### src/rtl/mfp_uart_rx_16x_pkg.sv
// Shared constants, state encoding and helpers for the 16x oversampling UART receiver.
// Latency: n/a (declarations only).
// Backpressure: n/a.
package mfp_uart_rx_16x_pkg;

   localparam int OVERSAMPLE = 16;

   // Tick numbers within a bit period at which the line is sampled for the majority vote.
   localparam logic [3:0] SAMPLE_A  = 4'd7;
   localparam logic [3:0] SAMPLE_B  = 4'd8;
   localparam logic [3:0] SAMPLE_C  = 4'd9;
   localparam logic [3:0] LAST_TICK = 4'd15;

   typedef enum logic [2:0] {
      ST_IDLE  = 3'd0,
      ST_START = 3'd1,
      ST_DATA  = 3'd2,
      ST_STOP  = 3'd3,
      ST_BREAK = 3'd4
   } rx_state_t;

   // Clocks per oversample tick, rounded to nearest.
   function automatic int calc_div(input int clk_hz, input int baud);
      return (clk_hz + (OVERSAMPLE / 2) * baud) / (OVERSAMPLE * baud);
   endfunction

   function automatic logic majority3(input logic a, input logic b, input logic c);
      return (a & b) | (a & c) | (b & c);
   endfunction

endpackage

### src/rtl/mfp_uart_rx_16x_if.sv
// Receiver-to-parser signal bundle: serial line in, received byte and status pulses out.
// Latency: n/a (wiring only).
// Backpressure: none; byte_ready and framing_error are fire-and-forget pulses.
interface mfp_uart_rx_16x_if;
   logic       rx;
   logic [7:0] byte_data;
   logic       byte_ready;
   logic       framing_error;
   logic       busy;

   modport master (
      input  rx,
      output byte_data,
      output byte_ready,
      output framing_error,
      output busy
   );

   modport slave (
      output rx,
      input  byte_data,
      input  byte_ready,
      input  framing_error,
      input  busy
   );
endinterface

### src/rtl/mfp_uart_rx_16x_baud_tick.sv
// Oversample tick generator: counts 0..DIV-1 and pulses tick on the last count.
// Latency: first tick DIV cycles after clear drops.
// Backpressure: none; clear holds the counter at zero and suppresses tick.
module mfp_uart_baud_tick #(
   parameter int DIV = 27
) (
   input  logic clock,
   input  logic reset_n,
   input  logic clear,
   output logic tick
);
   localparam int            CW      = $clog2(DIV);
   localparam logic [CW-1:0] CNT_MAX = CW'(DIV - 1);

   if (DIV < 2) begin : g_div_chk
      $error("mfp_uart_baud_tick: DIV must be at least 2");
   end

   logic [CW-1:0] cnt;

   // Free-running divider, restarted by clear so ticks phase-align to the start edge.
   always_ff @(posedge clock) begin
      if (!reset_n || clear || cnt == CNT_MAX) begin
         cnt <= '0;
      end else begin
         cnt <= cnt + CW'(1);
      end
   end

   assign tick = (cnt == CNT_MAX) && !clear;

endmodule

### src/rtl/mfp_uart_rx_16x.sv
// 8N1 UART receiver with 16x oversampling and 3-sample majority vote per bit.
// Latency: byte_ready rises SYNC_STAGES+1 cycles after rx reaches mid-stop-bit sample tick 9.
// Backpressure: none; each valid byte is a single-cycle pulse, framing errors never forward data.
module mfp_uart_rx_16x
   import mfp_uart_rx_16x_pkg::*;
#(
   parameter int CLK_HZ      = 50_000_000,
   parameter int BAUD        = 115200,
   parameter int SYNC_STAGES = 2
) (
   input  logic            clock,
   input  logic            reset_n,
   mfp_uart_rx_16x_if.master bus
);
   localparam int DIV = calc_div(CLK_HZ, BAUD);

   if (SYNC_STAGES < 2) begin : g_sync_chk
      $error("mfp_uart_rx_16x: SYNC_STAGES must be at least 2");
   end

   logic [SYNC_STAGES-1:0] sync_q;
   logic                   rx_s;
   rx_state_t              state, state_nxt;
   logic                   tick, tick_clr;
   logic [3:0]             tidx, tick_num;
   logic                   at_a, at_b, at_mid, at_end;
   logic                   samp_a, samp_b, maj;
   logic [2:0]             bit_cnt;
   logic [7:0]             shift;
   logic                   load_byte, flag_ferr, busy;
   logic [7:0]             byte_data_q;
   logic                   byte_ready_q, ferr_q;

   // Bring the asynchronous line into the clock domain; idles high out of reset.
   always_ff @(posedge clock) begin
      if (!reset_n) begin
         sync_q <= '1;
      end else begin
         sync_q <= {sync_q[SYNC_STAGES-2:0], bus.rx};
      end
   end
   assign rx_s = sync_q[SYNC_STAGES-1];

   // Divider is parked while idle, so the cycle that sees the start edge is tick 0.
   assign tick_clr = (state == ST_IDLE);

   mfp_uart_baud_tick #(.DIV(DIV)) u_tick (
      .clock   (clock),
      .reset_n (reset_n),
      .clear   (tick_clr),
      .tick    (tick)
   );

   // tick_num is the index of the tick being signalled this cycle (wraps 15->0 into the next bit).
   assign tick_num = tidx + 4'd1;
   assign at_a     = tick && (tick_num == SAMPLE_A);
   assign at_b     = tick && (tick_num == SAMPLE_B);
   assign at_mid   = tick && (tick_num == SAMPLE_C);
   assign at_end   = tick && (tick_num == LAST_TICK);
   assign maj      = majority3(samp_a, samp_b, rx_s);

   // Bit-tick index: position within the current bit period.
   always_ff @(posedge clock) begin
      if (!reset_n || tick_clr) begin
         tidx <= '0;
      end else if (tick) begin
         tidx <= tick_num;
      end
   end

   // Capture the first two votes; the third is the live synchronised line at tick 9.
   always_ff @(posedge clock) begin
      if (!reset_n) begin
         samp_a <= 1'b1;
         samp_b <= 1'b1;
      end else begin
         if (at_a) samp_a <= rx_s;
         if (at_b) samp_b <= rx_s;
      end
   end

   // Shift data in LSB first at mid-bit and count bits at the end of each bit period.
   always_ff @(posedge clock) begin
      if (!reset_n) begin
         shift   <= '0;
         bit_cnt <= '0;
      end else begin
         if (state == ST_DATA && at_mid) shift <= {maj, shift[7:1]};
         if (state == ST_START && at_end) begin
            bit_cnt <= '0;
         end else if (state == ST_DATA && at_end) begin
            bit_cnt <= bit_cnt + 3'd1;
         end
      end
   end

   // FSM state register.
   always_ff @(posedge clock) begin
      if (!reset_n) begin
         state <= ST_IDLE;
      end else begin
         state <= state_nxt;
      end
   end

   // FSM next-state: frame sequencing, false-start rejection and break wait.
   always_comb begin
      state_nxt = state;
      case (state)
         ST_IDLE:  if (!rx_s) state_nxt = ST_START;
         ST_START: begin
            if (at_mid && maj)  state_nxt = ST_IDLE;
            else if (at_end)    state_nxt = ST_DATA;
         end
         ST_DATA:  if (at_end && bit_cnt == 3'd7) state_nxt = ST_STOP;
         ST_STOP:  if (at_mid) state_nxt = maj ? ST_IDLE : ST_BREAK;
         ST_BREAK: if (rx_s) state_nxt = ST_IDLE;
         default:  state_nxt = ST_IDLE;
      endcase
   end

   // FSM outputs: accept or reject the frame at mid-stop-bit.
   always_comb begin
      busy      = (state != ST_IDLE);
      load_byte = (state == ST_STOP) && at_mid && maj;
      flag_ferr = (state == ST_STOP) && at_mid && !maj;
   end

   // Registered result pulses; byte_data only moves on a good frame.
   always_ff @(posedge clock) begin
      if (!reset_n) begin
         byte_data_q  <= '0;
         byte_ready_q <= 1'b0;
         ferr_q       <= 1'b0;
      end else begin
         byte_ready_q <= load_byte;
         ferr_q       <= flag_ferr;
         if (load_byte) byte_data_q <= shift;
      end
   end

   assign bus.byte_data     = byte_data_q;
   assign bus.byte_ready    = byte_ready_q;
   assign bus.framing_error = ferr_q;
   assign bus.busy          = busy;

endmodule

### src/flat_wrapper.sv
// flat-port wrapper written by rule: the top's interface ports become plain ports
module mfp_uart_rx_16x_flat import mfp_uart_rx_16x_pkg::*;
#(
   parameter int CLK_HZ      = 50_000_000,
   parameter int BAUD        = 115200,
   parameter int SYNC_STAGES = 2
)
  (clock, reset_n, bus_rx, bus_byte_data, bus_byte_ready, bus_framing_error, bus_busy);
  mfp_uart_rx_16x_if bus_i ();
  input  logic clock;
  input  logic reset_n;
  input wire logic [$bits(bus_i.rx)-1:0] bus_rx;
  output wire logic [$bits(bus_i.byte_data)-1:0] bus_byte_data;
  output wire logic [$bits(bus_i.byte_ready)-1:0] bus_byte_ready;
  output wire logic [$bits(bus_i.framing_error)-1:0] bus_framing_error;
  output wire logic [$bits(bus_i.busy)-1:0] bus_busy;
  assign bus_i.rx = bus_rx;
  assign bus_byte_data = bus_i.byte_data;
  assign bus_byte_ready = bus_i.byte_ready;
  assign bus_framing_error = bus_i.framing_error;
  assign bus_busy = bus_i.busy;
  mfp_uart_rx_16x #(.CLK_HZ(CLK_HZ), .BAUD(BAUD), .SYNC_STAGES(SYNC_STAGES)) u_core (.clock(clock), .reset_n(reset_n), .bus(bus_i));
endmodule
### config.mk
export PLATFORM = sky130hd
export DESIGN_NAME = mfp_uart_rx_16x_flat
export DESIGN_NICKNAME = d
export VERILOG_FILES = /design/src/rtl/mfp_uart_rx_16x_pkg.sv /design/src/rtl/mfp_uart_rx_16x_if.sv /design/src/rtl/mfp_uart_rx_16x_baud_tick.sv /design/src/rtl/mfp_uart_rx_16x.sv /design/src/flat_wrapper.sv
export SDC_FILE = /design/constraint.sdc
export NUM_CORES = 1
export LEC_CHECK = 0
export CAP_MARGIN = 20
export CORE_MARGIN = 2
export CORE_UTILIZATION = 51
export DETAILED_ROUTE_END_ITERATION = 12
export PLACE_DENSITY_LB_ADDON = 0.2
export SLEW_MARGIN = 20
export SYNTH_ARGS = -nofsm -noshare
export SYNTH_HDL_FRONTEND = slang
export SYNTH_HIERARCHICAL = 1
export SYNTH_SLANG_ARGS = --single-unit
### constraint.sdc
create_clock -name clock -period 2.1 [get_ports clock]
set_clock_uncertainty 0.05 [all_clocks]
set_input_delay 0.21 -clock clock [delete_from_list [all_inputs] [get_ports clock]]
set_output_delay 0.21 -clock clock [all_outputs]
set_load 0.02 [all_outputs]
* After elaboration in Yosys (flattened, before gate mapping)
Cells that the tools add are included.
** Word-level totals
- Logic and storage cells :: 65
- Register bits after elaboration :: 37
- Output and inout port bits :: 11
** Operators by class
- $add $sub $neg :: 3
- Reduce and logical (&&, ||, !) cells :: 22
- Equal/unequal tests :: 15
- Bitwise logic cells :: 6
- Muxes and demuxes :: 8
** Operators by type and width (count)
- 2-to-1 mux 3 bit :: 7
- one-hot mux 3 bit (5 select lines) :: 1
- logical AND 1 bit :: 13
- == test 4 bit, second input constant :: 3
- == test 3 x 2 -> 1 bit, second input constant :: 2
- == test 3 bit, second input constant :: 2
- adder 5 x 1 -> 5 bit, second input constant :: 1
- == test 5 bit, second input constant :: 1
- AND reduction 5 bit :: 1
- adder 4 x 1 -> 4 bit, second input constant :: 1
- == test 4 x 3 -> 1 bit, second input constant :: 1
- inequality test 2 x 1 -> 1 bit, second input constant :: 2
- inequality test 2 bit, second input constant :: 2
- adder 3 x 1 -> 3 bit, second input constant :: 1
- AND 1 bit :: 3
- == test 3 x 1 -> 1 bit, second input constant :: 1
- zero test 1 bit :: 3
- zero test 3 bit :: 1
- inequality test 3 x 2 -> 1 bit, second input constant :: 1
- nonzero test 3 bit :: 1
- logical OR 1 bit :: 2
- bitwise OR 1 bit :: 2
- OR reduction 2 bit :: 1
- NOT 1 bit :: 1

* Depth between registers and ports, before layout
Gate-level depths: netlist of the first run.
- Depth in word-level cells :: 7
- Gate-level depth with buffers :: 10
- Depth with buffers taken out :: 9

* Modules after synthesis
The synthesis of the first run kept the hierarchy.
** Modules (own cells, without submodules)
- mfp_uart_rx_16x :: cells an instance 162, area an instance 1550.2 sq um, instances 1
- mfp_uart_baud_tick :: cells an instance 21, area an instance 207.7 sq um, instances 1

* Worst setup path after synthesis of the first run
OpenSTA, ideal clock, no wires.
- Path type :: register to register
- Start point :: register u_core.state[1]
- End point :: register u_core.bit_cnt[1]
- Data required time :: 1.932 ns
- Path slack :: -0.054 ns
- Stages on the path, launching flop included :: 11
- Arrival time :: 1.986 ns
- Clock period less this slack :: 2.154 ns
- Cells stage by stage :: dfxtp_1 -> buf_2 -> or3_1 -> inv_1 -> nor2_1 -> buf_4 -> nand2_1 -> nand4b_1 -> or3_1 -> a22oi_1 -> nor2b_1
** On the way
- Cells in the longest elaborated chain, start to end :: 6
- Elaborated cells on any way between the ends :: 9
- Classes of those cells :: eq/ne (2); reduce/logical (7)
** RTL lines
- start, declared :: RTL line mfp_uart_rx_16x.sv:23 : rx_state_t state, state_nxt;
- start signal, assigned :: RTL line mfp_uart_rx_16x.sv:102 : state <= state_nxt;
- zero test 3 bit * :: RTL line mfp_uart_rx_16x.sv:45 : assign tick_clr = (state == ST_IDLE);
- named net u_core.tick_clr :: RTL line mfp_uart_rx_16x.sv:24 : logic tick, tick_clr;
- zero test 1 bit * :: RTL line mfp_uart_rx_16x_baud_tick.sv:30 : assign tick = (cnt == CNT_MAX) && !clear;
- logical AND 1 bit * :: RTL line mfp_uart_rx_16x_baud_tick.sv:30
- named net u_core.tick :: RTL line mfp_uart_rx_16x.sv:24
- logical AND 1 bit * :: RTL line mfp_uart_rx_16x.sv:59 : assign at_end = tick && (tick_num == LAST_TICK);
- logical AND 1 bit :: RTL line mfp_uart_rx_16x.sv:89 : if (state == ST_START && at_end) begin
- OR reduction 2 bit (no source line)
- end signal, assigned :: RTL line mfp_uart_rx_16x.sv:92 : bit_cnt <= bit_cnt + 3'd1;
- end, declared :: RTL line mfp_uart_rx_16x.sv:28 : logic [2:0] bit_cnt;
The timed path passes the listed nets; every way through them passes the cells marked *.
A chain may end at the register's enable or synchronous reset.

* Worst setup path after layout of the first run
- Start point :: register u_core.state[2]
- End point :: register u_core.state[1]
** On the way
- Cells in the longest elaborated chain, start to end :: 7
- Elaborated cells on any way between the ends :: 19
- Classes of those cells :: eq/ne (9); mux (2); reduce/logical (8)
** RTL lines (RTL line)
- zero test 3 bit * :: mfp_uart_rx_16x.sv:45
- named net u_core.tick_clr :: mfp_uart_rx_16x.sv:24
- zero test 1 bit * :: mfp_uart_rx_16x_baud_tick.sv:30
- logical AND 1 bit * :: mfp_uart_rx_16x_baud_tick.sv:30
- named net u_core.tick :: mfp_uart_rx_16x.sv:24
- logical AND 1 bit, on equally long branches :: mfp_uart_rx_16x.sv:58, mfp_uart_rx_16x.sv:59
- logical AND 1 bit, on equally long branches :: mfp_uart_rx_16x.sv:112, mfp_uart_rx_16x.sv:115
- inequality test 3 x 2 -> 1 bit (no source line), or another cell as far along
- AND reduction 5 bit (no source line) / one-hot mux 3 bit (5 select lines) (equally long branches)
Marked as above.

==> metrics.log, run 1 <==
[metrics] Ports: 14
[metrics] fillers: 300
[metrics] buffer and inverter count on the worst path: 2
[metrics] drt first pass iters: 5
[metrics] share of the core filled with cells in the final layout: 62.3%
[metrics] leakage power of the design: ~0.8 nW
[metrics] initial antenna violation count: 0
[metrics] startpoint of the worst setup timing path: u_core/state[2]$_SDFFE_PN0P_
[metrics] post-route clock period utilization: 94.9%
[metrics] WS Path Type: flip-flop to flip-flop
[metrics] MaxCap Viol Count: 0
[metrics] wire length after detailed routing: 3270 um
[metrics] cell family with most CP delay: compound AO/OA/AOI/OAI gates
[metrics] CTS Buffer Depth: 2
[metrics] status: complete, no violations
[metrics] die boundary height: 62.7 um
[metrics] area of the mapped netlist: between 1500 and 2000 um2
[metrics] synth top area cells: dfxtp_1 (42%), mux2i_1 (11%), nand2_1 (6.0%)
[metrics] clock tree from TritonCTS: yes
[metrics] Placement Cell Area: 1950 um2
[metrics] Hold WS: about 0.38 ns
[metrics] post-synth top area cell: dfxtp_1
[metrics] share of async-settable or async-resettable flops after synthesis: 0%
[metrics] DRC: 0
[metrics] setup repair after global routing missed its margin: yes
[metrics] TritonCTS buffer count: 5
[metrics] count of inserted antenna diode cells: 0
[metrics] top fanout value on the critical path: 8
[metrics] kind of launch point of the worst setup path: flip-flop
[metrics] number of global-route vias before repair: 1303
[metrics] number of buffers added to fix hold violations after cts: 0
[metrics] post-layout min period: 1.99 ns
[metrics] maximum vdd drop: 0.000554 V
[metrics] most common cell after layout, fill and taps aside: dfxtp_1
[metrics] cell row count: 21
[metrics] worst hold path type: flip-flop to flip-flop
[metrics] #FFs+latches synth: 37
[metrics] area growth from synthesis to layout: 17.3%
[metrics] highest cell delay on the worst timing path: 0.41 ns
[metrics] count of buffers inserted at the top-level ports: 13
[metrics] via count of the routed design: 1326
[metrics] Final Cell Area: 2060 um2
[metrics] syn nets: 194
[metrics] GPL Wtd Cong: 0.784
[metrics] area of the multi-input gates: 958 um2
[metrics] wire length of the first global-routing pass: 5760 um
[metrics] global-route congestion overflow total: 0
[metrics] transition time at the pin with the least slew margin: 0.404 ns
[metrics] Arrival @ worst endpoint: 2.17 ns
[metrics] combined flip-flop and latch cell area: between 700 and 800 um2
[metrics] count of unique library cells instantiated by Yosys: 45
[metrics] routed wire length per instance: between 10 and 15 um
[metrics] Critical Path Sink Type: flip-flop
[metrics] Relative slew margins: 72.8%
[metrics] width of the die: between 60 and 70 um
[metrics] Die ar.: 3930 um2
[metrics] share of final-layout standard cells stronger than drive strength 1: between 10 and 15%
[metrics] most common flop cell mapped by yosys: dfxtp_1
[metrics] Yosys top cell area share: between 40 and 50%
[metrics] antenna-violating nets left: 0
[metrics] cells traversed along the worst timing path: or3_4 -> inv_1 -> nor2_1 -> buf_4 -> o2111a_1 -> a21oi_4 -> a221oi_4 -> o221a_2
[metrics] most frequent cells in the layout: dfxtp_1 (36), nand2_1 (28), mux2i_1 (20)
[metrics] slack of the critical path: 0.107 ns
[metrics] f_max: 502 MHz
[metrics] Iter 0 DRT Violations: 54
[metrics] CTS clk-pin slew, worst paths: 0.11 ns
[metrics] proportion of synthesized chip area in sequential cells: 42.1%
[metrics] CTS HTree Levels: 2
[metrics] setup violators final: 0
[metrics] Skew-Pair Late Insertion Delay: 0.33 ns
[metrics] required time of the critical path: 2.28 ns
[metrics] average cell area after synthesis: 9.61 um2
[metrics] pin count of the biggest net entering global routing: 21
[metrics] Initial Utilization: 53.1%
[metrics] count of final hold-check violations: 0
[metrics] overall track demand over capacity in global routing: 18.6%
[metrics] slowest stage cell, crit path: or3_4
[metrics] dpl ws: 0.0286 ns
[metrics] Total Nets Final: roughly 210
[metrics] start of the worst register-to-register path: u_core/state[2]$_SDFFE_PN0P_
[metrics] average vias per placed instance: 5.33
[metrics] CTS Root Buffer Type: clkbuf_4
[metrics] Yosys warning count: 6
[metrics] number of enable-type register cells in the synthesized netlist: 0
[metrics] hpwl dp: 2430 um
[metrics] max-slew violations: 0
[metrics] Hold Startpoint: u_core/sync_q[0]$_SDFF_PN1_
[metrics] power density over the cells: just over 700 nW/um2
[metrics] number of clock sinks seen by CTS: 37
[metrics] synthesized instance count: around 180
[metrics] core footprint: 3310 um2
## synthesized netlist by cell type, drive strengths merged (2+ instances only)
master and number:
dfxtp 37, buf 8, o21ai 2, a21o 2
nor2 15, nor2b 4, xor2 5, nand4b 2
xnor2 4, nand2 28, nand3b 3, nand3 6
or3 2, inv 5, mux2i 20, ha 8
a21oi 5, nand2b 2, o211ai 2, a22oi 2
nor3 3, clkbuf 3
## layer usage
| metal | wire (um) | global-route usage, % |
|---|---|---|
| met5 | 0 | 0 |
| met4 | 35 | 6.94 |
| met3 | 124 | 5.77 |
| met2 | 1670 | 32.4 |
| met1 | 1440 | 21.3 |
## stage by stage
step | std cells | total power, mW | setup TNS (ns)
floorplan | 183 | 0.936 | 0
global placement | 241 | 0.993 | 0
detailed placement | 241 | 1.01 | 0
CTS | 248 | 1.47 | 0
global route | 249 | 1.55 | -0.0106
finish | 249 | 1.48 | 0
## layout make-up
class                   instances  share of cell area [%]
well taps                      46                    2.79
multi-input cells             130                    46.5
clock buffers                   5                    1.82
inverters                       5                   0.910
clock inverters                 2                    1.70
flip-flops and latches         37                    36.0
repair buffers                 24                    10.3
## state kept, by name, summed over array words and instances, names as in the netlist
register                  cells
u_core/bus.framing_error      1
u_core/u_tick/cnt             5
u_core/shift                  8
u_core/samp_a                 1
u_core/tidx                   4
u_core/bus.byte_ready         1
u_core/bit_cnt                3
u_core/samp_b                 1
u_core/state                  3
u_core/bus.byte_data          8
u_core/sync_q                 2
## kinds of logic (layout without fill, tap and decap cells)
family,Yosys count,in the layout,synth area share [%]
compound gates,19,19,9.68
xor+xnor,9,9,4.48
fa+ha+maj,9,9,6.26
buf+inv,16,36,5.20
flops,37,37,42.1
mux,20,20,11.4
simple gates,73,73,20.9
## power by group
group / leakage, nW / internal, mW / switching [mW]
logic: 0.458 / 0.127 / 0.143
registers: 0.299 / 0.727 / 0.0174
clock network: 0.0410 / 0.242 / 0.223
total: 0.799 / 1.10 / 0.384
## final timing paths
| check | end | slack [ns] | cells after the start |
|---|---|---|---|
| min | u_core/sync_q[1]$_SDFF_PN1_ | 0.38 | 1 |
| max reg2reg | u_core/state[1]$_SDFFE_PN0P_ | 0.11 | 8 |
| max | u_core/state[1]$_SDFFE_PN0P_ | 0.11 | 8 |
| min reg2reg | u_core/sync_q[1]$_SDFF_PN1_ | 0.38 | 1 |
## what timing repair did
item / 4_1_cts / 5_1_grt
setup buffers: 0 / 1
resized for setup: 0 / 5
endpoints found under the setup margin: 0 / 4
## worst reg2reg max path, stage by stage (launching register included)
cell      delay (ns)
dfxtp_1         0.40
or3_4           0.41
inv_1           0.09
nor2_1          0.05
buf_4           0.16
o2111a_1        0.15
a21oi_4         0.21
a221oi_4        0.09
o221a_2         0.28
(Power assumes the default switching activity.)
==> inputs of run 2 (changes only) <==
--- a/config.mk
+++ b/config.mk
@@ -9,7 +9,7 @@
 export CORE_MARGIN = 2
 export CORE_UTILIZATION = 51
 export DETAILED_ROUTE_END_ITERATION = 12
-export PLACE_DENSITY_LB_ADDON = 0.2
+export PLACE_DENSITY = 0.73
 export SLEW_MARGIN = 20
 export SYNTH_ARGS = -nofsm -noshare
 export SYNTH_HDL_FRONTEND = slang
==> run 2 against run 1 <==
Net effect: fmax down 0.65%; first-iteration DRC count up 22%; count of clock-buffer cells in the layout up 1; register-to-register slack about the same; global-route usage down 0.56 points; wire length down 0.80%; critical path depth up 1; flip-flop and latch count unchanged; sequential power about the same; highest routed layer is now met3.
==> metrics.log, run 2 (synthesis results as in run 1) <==
[metrics] setup slack of the worst register-to-register path: 0.09 ns (about the same)
[metrics] number of clock sinks seen by CTS: 37 (unchanged)
[metrics] GPL Wtd Cong: 0.811 (+3.4%)
[metrics] antenna-violating nets left: 0 (unchanged)
[metrics] most frequent cells in the layout: dfxtp_1 (36), nand2_1 (28), mux2i_1 (20)
[metrics] CTS Root Buffer Type: clkbuf_4
[metrics] TritonCTS buffer count: 5 (unchanged)
[metrics] met3 global-route usage: 5.23% (-0.54 points)
[metrics] MaxCap Viol Count: 0 (unchanged)
[metrics] worst hold path type: flip-flop to flip-flop
[metrics] maximum vdd drop: 0.000447 V (-19%)
[metrics] most common cell after layout, fill and taps aside: dfxtp_1
[metrics] cell row count: 21 (unchanged)
[metrics] count of inserted antenna diode cells: 0 (unchanged)
[metrics] setup repair after global routing missed its margin: yes
[metrics] Placement Cell Area: 1940 um2 (-0.77%)
[metrics] Relative slew margins: 71.3% (-1.5 points)
[metrics] number of buffers added to fix hold violations after cts: 0 (unchanged)
[metrics] hpwl dp: 2240 um (-7.6%)
[metrics] Skew-Pair Late Insertion Delay: 0.33 ns (about the same)
[metrics] setup violators final: 0 (unchanged)
[metrics] area of the multi-input gates: 950 um2 (-0.91%)
[metrics] WS Path Type: flip-flop to flip-flop
[metrics] average vias per placed instance: 5.27 (-1.1%)
[metrics] Hold Startpoint: u_core/sync_q[0]$_SDFF_PN1_
[metrics] core footprint: 3310 um2 (unchanged)
[metrics] f_max: 499 MHz (-0.65%)
[metrics] max-slew violations: 0 (unchanged)
[metrics] share of the core filled with cells in the final layout: 61.9% (-0.34 points)
[metrics] Total Nets Final: 211 (-1.4%)
[metrics] global-route met2 utilization: 30.1% (-2.3 points)
[metrics] wire length after detailed routing: 3240 um (-0.80%)
[metrics] post-layout min period: 2.01 ns (+0.0130 ns)
[metrics] number of global-route vias before repair: 1241 (-4.8%)
[metrics] Iter 0 DRT Violations: 66 (+22%)
[metrics] post-route clock period utilization: 95.5% (+0.62 points)
[metrics] CTS HTree Levels: 2 (unchanged)
[metrics] global-route met1 utilization: 21.8% (+0.50 points)
[metrics] global-route congestion overflow total: 0 (unchanged)
[metrics] Arrival @ worst endpoint: 2.18 ns (about the same)
[metrics] clock tree from TritonCTS: yes
[metrics] reg-to-reg critical path endpoint: u_core/bit_cnt[1]$_SDFFE_PP0P_
[metrics] width of the die: 62.7 um (unchanged)
[metrics] Initial Utilization: 53.1% (unchanged)
[metrics] pin count of the biggest net entering global routing: 33 (+57%)
[metrics] fillers: 291 (-3.0%)
[metrics] Die ar.: 3930 um2 (unchanged)
[metrics] share of final-layout standard cells stronger than drive strength 1: 13.9% (-0.85 points)
[metrics] post-route non-filler standard cell count: 247 (-0.80%)
[metrics] leakage power of the design: 0.787 nW (-1.5%)
[metrics] required time of the critical path: 2.28 ns (about the same)
[metrics] transition time at the pin with the least slew margin: 0.426 ns (+0.0222 ns)
[metrics] via count of the routed design: 1301 (-1.9%)
[metrics] initial antenna violation count: 0 (unchanged)
[metrics] DRC: 0 (unchanged)
[metrics] Final Cell Area: 2050 um2 (-0.55%)
[metrics] CTS Buffer Depth: 2 (unchanged)
[metrics] busiest metal layer after global routing: met2
[metrics] top fanout value on the critical path: 4 (-4)
[metrics] wire length of the first global-routing pass: 5580 um (-3.1%)
[metrics] start of the worst register-to-register path: u_core/u_tick/cnt[0]$_SDFF_PP0_
[metrics] die boundary height: 62.7 um (unchanged)
[metrics] CTS clk-pin slew, worst paths: 0.11 ns (about the same)
[metrics] routed wire length per instance: 13.1 um (about the same)
[metrics] combined flip-flop and latch cell area: 742 um2 (unchanged)
[metrics] drt first pass iters: 4 (-1)
[metrics] count of final hold-check violations: 0 (unchanged)
[metrics] number of cells in the design after placement: 239 (-0.83%)
[metrics] power density over the cells: 740 nW/um2 (+3.1%)
[metrics] Hold WS: 0.381 ns (+0.00526 ns)
[metrics] Ports: 14 (unchanged)
[metrics] hold path depth: 1 (unchanged)
[metrics] kind of launch point of the worst setup path: flip-flop
[metrics] overall track demand over capacity in global routing: 18.0% (-0.56 points)
[metrics] status: complete, no violations
[metrics] area growth from synthesis to layout: 16.7%
[metrics] count of buffers inserted at the top-level ports: 13 (unchanged)
[metrics] Critical Path Sink Type: flip-flop
[metrics] cell depth of the worst flop-to-flop path: 9 (+1)
[metrics] terminating pin of the worst hold path: u_core/sync_q[1]$_SDFF_PN1_
==> run 2: changes by cell type in the layout (fill, tap and decap cells not counted) <==
cell | previous run | this run
buf_6 | 0 | 1
or3_1 | 0 | 1
or3_4 | 2 | 1
buf_4 | 11 | 7
a22oi_2 | 0 | 1
a21oi_1 | 3 | 4
a22oi_1 | 2 | 1
clkinv_2 | 1 | 0
clkinvlp_4 | 0 | 1
clkbuf_8 | 0 | 1
nor2_2 | 0 | 1
nor2_1 | 14 | 13
a21oi_4 | 2 | 1
==> run 2: area by class of cell <==
class,count,area share (%)
Tap cell,46,2.81
Clock inverter,2,1.83
Inverter,5,0.915
Clock buffer,6,2.50
Timing Repair Buffer,21,9.46
Multi-Input combinational cell,130,46.3
Sequential cell,37,36.2
==> run 2: critical path: stages (launching register included) <==
cell	delay, ns
dfxtp_1	0.35
inv_1	0.07
ha_1	0.14
nand4b_1	0.15
nor2_2	0.16
nand2_1	0.05
nand4b_1	0.20
or3_1	0.44
a22oi_1	0.22
nor2b_1	0.07
==> run 2: worst max-delay path by stage <==
stage                                    start                              to  cells after the start
5_1_grt        u_core/u_tick/cnt[0]$_SDFF_PP0_  u_core/bit_cnt[1]$_SDFFE_PP0P_                      9
3_5_place_dp      u_core/state[2]$_SDFFE_PN0P_    u_core/state[1]$_SDFFE_PN0P_                      8
6_report       u_core/u_tick/cnt[0]$_SDFF_PP0_  u_core/bit_cnt[1]$_SDFFE_PP0P_                      9
4_1_cts        u_core/u_tick/cnt[0]$_SDFF_PP0_  u_core/bit_cnt[1]$_SDFFE_PP0P_                      9
2_1_floorplan     u_core/state[1]$_SDFFE_PN0P_  u_core/bit_cnt[1]$_SDFFE_PP0P_                     10
3_3_place_gp      u_core/state[2]$_SDFFE_PN0P_    u_core/state[1]$_SDFFE_PN0P_                      8
==> run 2: per-stage QoR <==
stage                     total power, mW  setup WS, ns  TNS [ns]
after floorplan                     0.936        0.0525         0
after CTS                            1.53        0.0998         0
final                                1.52        0.0941         0
after detailed placement             1.00         0.117         0
after global placement              0.991         0.159         0
after global routing                 1.60       -0.0299   -0.0399
==> run 2: power by group <==
group | leakage (nW) | internal (mW) | switching (mW)
clock network | 0.0445 | 0.283 | 0.233
registers | 0.300 | 0.725 | 0.0170
logic | 0.443 | 0.123 | 0.137
total | 0.787 | 1.13 | 0.387
==> run 2: repair_timing <==
item,CTS,global route
buffers inserted,0,0
setup endpoints to repair,0,4
gates resized for setup,0,5
==> run 2: routing by layer <==
| layer | part of all wire, % | vias up | wire length (um) |
|---|---|---|---|
| li1 | - | 660 | - |
| met4 | 0 | 0 | 0 |
| met3 | 4.5 | 0 | 146 |
| met1 | 43 | 604 | 1400 |
| met5 | 0 | - | 0 |
| met2 | 52 | 37 | 1690 |
==> inputs of run 3 (changes only) <==
==> constraint.sdc (replaced) <==
create_clock -name clock -period 2.1 [get_ports clock]
set_clock_uncertainty 0.05 [all_clocks]
set_input_delay 0.21 -clock clock [delete_from_list [all_inputs] [get_ports clock]]
set_output_delay 0.21 -clock clock [all_outputs]
set_load 0.01 [all_outputs]
==> run 3 against run 2 <==
Net effect: design area is the same; global-route usage down 0.51 points; total power is 1.2% lower; register-to-register slack improved by 0.04 ns; sequential share of layout area unchanged; utilization is the same; wire length shrank 0.65%; flip-flop and latch count unchanged; sequential power hardly changed; final cell count is 0.40% higher; critical path type unchanged; largest cell class unchanged.
==> metrics.log, run 3 (synthesis results as in run 1) <==
[metrics] Hold WS: 0.375 ns (-0.00562 ns)
[metrics] Skew-Pair Late Insertion Delay: 0.35 ns (+0.02 ns)
[metrics] CTS Root Buffer Type: clkbuf_4
[metrics] GPL Wtd Cong: 0.856 (+5.5%)
[metrics] count of buffers added by post-CTS timing repair for setup: 0 (unchanged)
[metrics] highest cell delay on the worst timing path: 0.41 ns (-0.03 ns)
[metrics] fillers: 299 (+2.7%)
[metrics] combined flip-flop and latch cell area: 742 um2 (unchanged)
[metrics] Relative slew margins: 77.5% (+6.2 points)
[metrics] post-layout min period: 1.96 ns (-0.0435 ns)
[metrics] antenna-violating nets left: 0 (unchanged)
[metrics] required time of the critical path: 2.29 ns (about the same)
[metrics] number of buffers added to fix hold violations after cts: 0 (unchanged)
[metrics] area growth from synthesis to layout: 16.7% (unchanged)
[metrics] Ports: 14 (unchanged)
[metrics] clock tree from TritonCTS: yes
[metrics] DRC: 0 (unchanged)
[metrics] internal power: 1.12 mW (-1.3%)
[metrics] maximum vdd drop: 0.000497 V (+11%)
[metrics] die boundary height: 62.7 um (unchanged)
[metrics] hpwl dp: 2340 um (+4.4%)
[metrics] Final Cell Area: 2050 um2 (unchanged)
[metrics] portion of total power attributed to combinational logic: 15.4% (-1.7 points)
[metrics] most common cell after layout, fill and taps aside: dfxtp_1
[metrics] start of the worst register-to-register path: u_core/u_tick/cnt[0]$_SDFF_PP0_
[metrics] cell row count: 21 (unchanged)
[metrics] average vias per placed instance: 5.24 (-0.56%)
[metrics] Iter 0 DRT Violations: 67 (+1.5%)
[metrics] width of the die: 62.7 um (unchanged)
[metrics] wire length of the first global-routing pass: 5500 um (-1.5%)
[metrics] max-slew violations: 0 (unchanged)
[metrics] Placement Cell Area: 1950 um2 (+0.77%)
[metrics] PostCTS Resize Cnt: 0 (unchanged)
[metrics] Arrival @ worst endpoint: 2.15 ns (-0.03 ns)
[metrics] slowest stage cell, crit path: or3_4
[metrics] CTS clk-pin slew, worst paths: 0.11 ns (about the same)
[metrics] MaxCap Viol Count: 0 (unchanged)
[metrics] count of final hold-check violations: 0 (unchanged)
[metrics] Sequential Power Share: 49.5% (+0.6 points)
[metrics] area of the multi-input gates: 933 um2 (-1.7%)
[metrics] drt first pass iters: 6 (+2)
[metrics] Total Nets Final: 212 (+0.47%)
[metrics] wire length after detailed routing: 3220 um (-0.65%)
[metrics] via count of the routed design: 1299 (-0.15%)
[metrics] switching pwr: 0.383 mW (-0.93%)
[metrics] cells traversed along the worst timing path: inv_1 -> ha_1 -> nand4b_1 -> nor2_2 -> nand2_1 -> nand4b_1 -> or3_4 -> a22oi_1 -> nor2b_1
[metrics] startpoint of the worst setup timing path: u_core/u_tick/cnt[0]$_SDFF_PP0_
[metrics] Hold Startpoint: bus_rx
[metrics] global-route congestion overflow total: 0 (unchanged)
[metrics] TritonCTS buffer count: 5 (unchanged)
[metrics] reg-to-reg critical path endpoint: u_core/bit_cnt[1]$_SDFFE_PP0P_
[metrics] CTS Buffer Depth: 2 (unchanged)
[metrics] worst hold path type: primary input to flip-flop
[metrics] routed wire length per instance: 13.0 um (-1.0%)
[metrics] power density over the cells: 731 nW/um2 (-1.2%)
[metrics] CTS HTree Levels: 2 (unchanged)
[metrics] clock share of power: 35.1% (+1.1 points)
[metrics] terminating pin of the worst hold path: u_core/sync_q[0]$_SDFF_PN1_
[metrics] setup repair after global routing missed its margin: yes
[metrics] number of clock sinks seen by CTS: 37 (unchanged)
[metrics] pin count of the biggest net entering global routing: 33 (unchanged)
[metrics] cell occurring most often along the worst timing path: nand4b_1
[metrics] overall track demand over capacity in global routing: 17.5% (-0.51 points)
[metrics] post-route clock period utilization: 93.4% (-2.1 points)
[metrics] share of final-layout standard cells stronger than drive strength 1: 13.9% (-0.069 points)
[metrics] initial antenna violation count: 0 (unchanged)
[metrics] hold path depth: 2 (+1)
[metrics] WS Path Type: flip-flop to flip-flop
[metrics] Die ar.: 3930 um2 (unchanged)
[metrics] f_max: 510 MHz (+2.2%)
[metrics] kind of launch point of the worst setup path: flip-flop
[metrics] status: complete, no violations
[metrics] core footprint: 3310 um2 (unchanged)
[metrics] setup violators final: 0 (unchanged)
[metrics] setup slack of the worst register-to-register path: 0.14 ns (+0.04 ns)
[metrics] sum of internal, switching and leakage power: 1.50 mW (-1.2%)
[metrics] most frequent cells in the layout: dfxtp_1 (36), nand2_1 (28), mux2i_1 (20)
[metrics] transition time at the pin with the least slew margin: 0.337 ns (-0.0899 ns)
[metrics] count of buffers inserted at the top-level ports: 13 (unchanged)
[metrics] proportion of total power due to net switching: 25.6% (+0.068 points)
[metrics] number of global-route vias before repair: 1242 (+0.081%)
[metrics] top fanout value on the critical path: 4 (unchanged)
[metrics] count of inserted antenna diode cells: 0 (unchanged)
[metrics] Critical Path Sink Type: flip-flop
[metrics] leakage power of the design: 0.799 nW (+1.6%)
[metrics] cell depth of the worst flop-to-flop path: 9 (unchanged)
[metrics] Initial Utilization: 53.1% (unchanged)
## run 3: cell count changes in the layout (fill, tap and decap cells not counted), sizes merged
cell  before  now
buf        8    9
## run 3: final cells by class
cell class | count | area share, %
tap | 46 | 2.81
clock inverter | 2 | 1.83
multi-input combinational | 130 | 45.5
timing repair buffer | 22 | 10.3
clock buffer | 6 | 2.50
sequential | 37 | 36.2
inverter | 5 | 0.915
## run 3: per-layer routing
layer | vias up | part of all wire (%) | global-route usage, % | wire, um
li1 | 660 | - | - | -
met1 | 613 | 47 | 21.9 | 1520
met2 | 24 | 48 | 28.6 | 1540
met3 | 2 | 4.3 | 6.13 | 137
met4 | 0 | 0.84 | 5.00 | 27
met5 | - | 0 | 0 | 0
## run 3: worst max-delay path: cells and delay by family (launching register included)
kind / cells / cell delay, ns
fa+ha+maj: 1 / 0.14
buf+inv: 1 / 0.06
compound gates: 1 / 0.21
simple gates: 6 / 1.04
flops: 1 / 0.35
## run 3: worst max-delay path by stage
stage                                     end  slack, ns  depth (start not counted)
3_5_place_dp   u_core/bit_cnt[1]$_SDFFE_PP0P_       0.10                          9
5_1_grt          u_core/state[0]$_SDFFE_PN0P_     -0.002                          9
3_3_place_gp   u_core/bit_cnt[2]$_SDFFE_PP0P_       0.21                          9
6_report       u_core/bit_cnt[1]$_SDFFE_PP0P_       0.14                          9
4_1_cts        u_core/bit_cnt[1]$_SDFFE_PP0P_       0.08                          9
2_1_floorplan  u_core/bit_cnt[1]$_SDFFE_PP0P_       0.03                         10
## run 3: stage by stage
| stage | utilization [%] | setup WS [ns] | setup TNS (ns) | std cells |
|---|---|---|---|---|
| after floorplan | - | 0.0264 | 0 | 183 |
| after global placement | 59.0 | 0.210 | 0 | 240 |
| after detailed placement | 59.0 | 0.101 | 0 | 240 |
| after CTS | 61.7 | 0.0834 | 0 | 248 |
| after global routing | 61.9 | -0.00242 | -0.00242 | 248 |
| final | 61.9 | 0.138 | 0 | 248 |
## run 3: power by group through the flow
stage / combinational, mW / sequential, mW / clock (mW)
after floorplan: 0.168 / 0.752 / 0
after global placement: 0.220 / 0.756 / 0
after detailed placement: 0.228 / 0.757 / 0
after CTS: 0.230 / 0.742 / 0.541
after global routing: 0.250 / 0.748 / 0.569
final: 0.231 / 0.743 / 0.527
